File: src/rtl/pixel_bank_loader.sv
// Write side of the 50:1 pixel selector: fills the pixel bank from a serial
// valid/ready stream and freezes it behind Bank_Valid until Bank_Ack.
`ifndef PIX_WIDTH
`define PIX_WIDTH 8
`endif

module pixel_bank_loader #(
  parameter int PIX_WIDTH = `PIX_WIDTH,
  parameter int NUM_PIX   = 50
) (
  input  logic                         clk,
  input  logic                         rst,
  input  logic [PIX_WIDTH-1:0]         In_Pixel,
  input  logic                         In_Valid,
  input  logic                         In_SOF,
  output logic                         In_Ready,
  input  logic                         Bank_Ack,
  output logic [NUM_PIX*PIX_WIDTH-1:0] Pixel_Bank,
  output logic [5:0]                   Wr_Index,
  output logic                         Bank_Valid,
  output logic                         Sync_Err
);

  typedef enum logic {FILL, FULL} state_t;

  localparam logic [5:0] LAST_IDX = 6'(NUM_PIX - 1);

  state_t               state, state_nxt;
  logic [5:0]           wr_index_nxt;
  logic                 sync_err_nxt;
  logic                 accept;
  logic [NUM_PIX-1:0]   slot_we;
  logic [PIX_WIDTH-1:0] slots [NUM_PIX];

  assign In_Ready   = (state == FILL) && !rst;
  assign accept     = In_Valid && In_Ready;
  assign Bank_Valid = (state == FULL);

  always_ff @(posedge clk or posedge rst) begin
    if (rst) begin
      state    <= FILL;
      Wr_Index <= '0;
      Sync_Err <= 1'b0;
    end else begin
      state    <= state_nxt;
      Wr_Index <= wr_index_nxt;
      Sync_Err <= sync_err_nxt;
    end
  end

  // A start-of-frame always restarts at slot 0; it only counts as a resync
  // when it interrupts a partially filled bank.
  always_comb begin
    state_nxt    = state;
    wr_index_nxt = Wr_Index;
    sync_err_nxt = 1'b0;
    case (state)
      FILL: begin
        if (accept) begin
          if (In_SOF) begin
            sync_err_nxt = (Wr_Index != 6'd0);
            if (NUM_PIX == 1) begin
              wr_index_nxt = 6'd0;
              state_nxt    = FULL;
            end else begin
              wr_index_nxt = 6'd1;
            end
          end else if (Wr_Index == LAST_IDX) begin
            wr_index_nxt = 6'd0;
            state_nxt    = FULL;
          end else begin
            wr_index_nxt = Wr_Index + 6'd1;
          end
        end
      end
      FULL: begin
        if (Bank_Ack) state_nxt = FILL;
      end
      default: state_nxt = FILL;
    endcase
  end

  for (genvar k = 0; k < NUM_PIX; k++) begin : g_slot
    assign slot_we[k] = accept && (In_SOF ? (k == 0) : (Wr_Index == 6'(k)));

    always_ff @(posedge clk or posedge rst) begin
      if (rst)             slots[k] <= '0;
      else if (slot_we[k]) slots[k] <= In_Pixel;
    end

    assign Pixel_Bank[k*PIX_WIDTH +: PIX_WIDTH] = slots[k];
  end

endmodule

File: config.mk
export PLATFORM = sky130hd
export DESIGN_NAME = pixel_bank_loader
export DESIGN_NICKNAME = d
export VERILOG_FILES = /design/src/rtl/pixel_bank_loader.sv
export SDC_FILE = /design/constraint.sdc
export NUM_CORES = 1
export LEC_CHECK = 0
export ABC_AREA = 0
export CAP_MARGIN = 20
export CORE_AREA = 4 4 193 195
export CTS_BUF_LIST = sky130_fd_sc_hd__clkbuf_2 sky130_fd_sc_hd__clkbuf_4 sky130_fd_sc_hd__clkbuf_8
export DETAILED_ROUTE_END_ITERATION = 10
export DIE_AREA = 0 0 197 199
export GPL_ROUTABILITY_DRIVEN = 0
export PLACE_DENSITY = 0.77
export SYNTH_ARGS = -nofsm -noshare
export SYNTH_HDL_FRONTEND = slang
export SYNTH_SLANG_ARGS = --single-unit
File: constraint.sdc
create_clock -name clk -period 12.1 [get_ports clk]
set_input_delay 1.815 -clock clk [delete_from_list [all_inputs] [get_ports clk]]
set_output_delay 1.815 -clock clk [all_outputs]
set_load 0.1 [all_outputs]
==> flow_summary_export.csv <==
group,metric,value,unit
die,start_util,0.4447,
grt,grt_overflow,0,
timing,drv_slew,0,
min_path,whs_path_depth,1,
setup_path,reg2reg_slack,8.96,ns
route,first_iter_violations,366,
yosys,syn_area_per_cell,16.19,µm²
yosys,synth_top_area_share,0.6486,
timing,worstMarginPinSlew,1.081,ns
die,coreArea,0.03540,mm²
route,first_pass_iters,4,
setup_path,critical_path.cell_chain,"clkdlybuf4s50_1 > nor2_1 > clkdlybuf4s50_1",
grt,antenna_found_initial,0,
timing,skew,0.01692,ns
route,via_per_inst,5.184,
yosys,synth_mux_area_frac,0.2868,
yosys,synth-xor-area-share,0,
route,avgRoutedWirePerCell,23.65,µm
die,dieWidth,197,µm
setup_path,worstPathMaxFanout,4,
power,ir_drop,0.1804,mV
clock_tree,ctsHoldBuffers,0,
clock_tree,cts_tree,"done",
timing,fin_tns_setup,0,ns
setup_path,crit_type,"input pin to output pin",
yosys,yosys-top-cells-count,"408 x dfrtp_1, 400 x mux2_2, 47 x clkbuf_1",
timing,relSlewSlack,0.2769,
yosys,synth_fp_nets,989,
setup_path,critPathCaptureType,"output pin",
yosys,syn_area,0.01574,mm²
clock_tree,clk_transition_reported_paths,0.05,ns
yosys,yosysWarnings,0,
yosys,async_flop_share,1.000,
placement,placed_cells,1811,
route,drcViolationCount,0,
setup_path,cp-start-kind,"input pin",
layout,utilization,0.6156,
clock_tree,worstSkewPairLatency,0.60,ns
yosys,synth_top_family_by_area,"multiplexers",
yosys,ys_seq_elements,408,
timing,min_period,5.455,ns
grt,grt_pass1_wl,68680,µm
setup_path,ff2ff_path_depth,6,
yosys,netlist_instances,972,
layout,area_growth,38.44,%
route,drtAntennaViolNets,0,
status,status,"completed",
min_path,hold_start,"Pixel_Bank[134]",
yosys,synth_enable_flop_cells,0,
die,io_pins,422,
placement,numPortBuffers,421,
layout,ff_latch_area,0.01021,mm²
layout,finalNetCount,1438,
yosys,synth_compound_area_frac,0.006439,
grt,track_usage,0.2294,
layout,diodes,0,
timing,setup_violations,0,
clock_tree,clockBufferDepth,3,
setup_path,worst_ep_arrival_time,3.64,ns
yosys,ys_seq_area_frac,0.6486,
layout,drive_gt1_frac,0.3950,
power,power_density,171.9,mW/mm²
placement,hpwl,29610,µm
power,p_leak,10.48,nW
die,fp.dieH,199,µm
die,rows,69,
setup_path,cp_common_cell,"clkdlybuf4s50_1",
timing,period_share,0.4508,
setup_path,r2r_start,"Wr_Index[1]",
setup_path,cpMaxStageDelayCell,"clkdlybuf4s50_1",
flow_run,cap_violations,0,
yosys,synth.most_common_cell,"dfrtp_1",
setup_path,slowest_delay,1.16,ns
clock_tree,cts-root-buf,"clkbuf_8",
setup_path,rr_endpoint,"Pixel_Bank[394]",
route,finalWirelength,45580,µm
timing,max_freq,183.3,MHz
clock_tree,cts_setup_buffers,0,
layout,multiInputGateArea,0.005238,mm²
timing,hold_slack,0.5012,ns
min_path,hold_class,"flop to flop",
route,via_count,9989,
timing,rsz0062_at_grt,"no",
timing,hold_violations,0,
layout,fillCellCount,2699,
setup_path,cp.required,10.28,ns
grt,grt_start_max_net_pins,183,
yosys,ys.flop_type,"dfrtp_1",
yosys,yosys.cell_types.count,35,
die,dieArea,0.03920,mm²
grt,first_global_vias,11030,
clock_tree,cts.sinks,408,
clock_tree,ctsResizeCount,0,
yosys,synth_top_cell_by_area,"dfrtp_1",
yosys,yosys-top-cells-area,"dfrtp_1 65%, mux2_2 29%, clkbuf_1 1.1%",
clock_tree,numCtsBuffers,68,
layout,fin_cells,1927,
clock_tree,h-tree-depth,3,
min_path,min_to,"Pixel_Bank[134]",
yosys,synthSimpleGateAreaFrac,0.03617,
yosys,synth_fa_ha_area_frac,0.003180,
worst max-delay path by stage:
stage / cells after the start / startpoint / end / slack (ns)
3_3_place_gp: 3 / rst / In_Ready / 6.67
2_1_floorplan: 1 / rst / Bank_Valid / 4.79
5_1_grt: 3 / rst / In_Ready / 6.57
6_report: 3 / rst / In_Ready / 6.65
4_1_cts: 3 / rst / In_Ready / 6.62
3_5_place_dp: 3 / rst / In_Ready / 6.64
metrics by stage:
stage / instance area (µm²) / power (mW) / setup WS (ns)
2_1_floorplan: 15740 / 2.274 / 4.787
3_5_place_dp: 20370 / 2.538 / 6.637
4_1_cts: 21760 / 3.785 / 6.622
5_1_grt: 21790 / 3.882 / 6.573
3_3_place_gp: 20370 / 2.527 / 6.672
6_report: 21790 / 3.745 / 6.645
worst max-delay path: cells and delay by family:
| family | cells | cell delay, ns |
|---|---|---|
| and+or+nand+nor | 1 | 0.17 |
| buffers and inverters | 2 | 1.66 |
registers in the layout, summed over array words and instances (netlist names):
name,cells
Sync_Err,1
Pixel_Bank,400
Wr_Index,6
Bank_Valid,1
layer usage:
metal | GRT usage | part of all wire
met5 | 0 | 0
met4 | 0.07961 | 0.027
met2 | 0.3850 | 0.50
met3 | 0.07368 | 0.074
met1 | 0.2821 | 0.40
report_power, final:
| group | internal (mW) | switching, mW |
|---|---|---|
| sequential | 1.45 | 0.0524 |
| clock | 0.698 | 0.535 |
| combinational | 0.213 | 0.797 |
logic make-up after synthesis:
kind of cell | count (synthesis)
AOI/OAI and AO/OA | 15
DFF | 408
muxes | 401
and+or+nand+nor | 77
adders and majority gates | 4
buffers and inverters | 67
layout make-up:
cell class / instances / area share
clock buffer: 101 / 0.05862
tap: 461 / 0.02647
sequential: 408 / 0.4685
timing repair buffer: 440 / 0.1996
clock inverter: 14 / 0.005225
inverter: 6 / 0.001206
multi-input combinational: 497 / 0.2404
placed cells by master, fill, tap and decap left out, types with 2 or more instances in the layout:
cell type        netlist  layout
nand2_2               10      10
nand3_4                5       5
ha_1                   4       4
a31oi_1                2       2
dfrtp_1              408     408
nor3_2                 2       2
inv_6                  0       3
buf_4                  1      17
inv_1                  6       5
clkbuf_4               0      18
clkdlybuf4s50_1        0     413
clkbuf_8               1      83
nand3_2               11      11
nor2_1                 6       6
clkinvlp_4             0       4
o41ai_1                2       2
clkinv_2               0       7
o21ai_0                6       6
nand2_1                9       9
mux2_2               400     400
and3_1                 6       6
buf_2                  9       8
nand3_1               20      20
(Power assumes the default switching activity.)
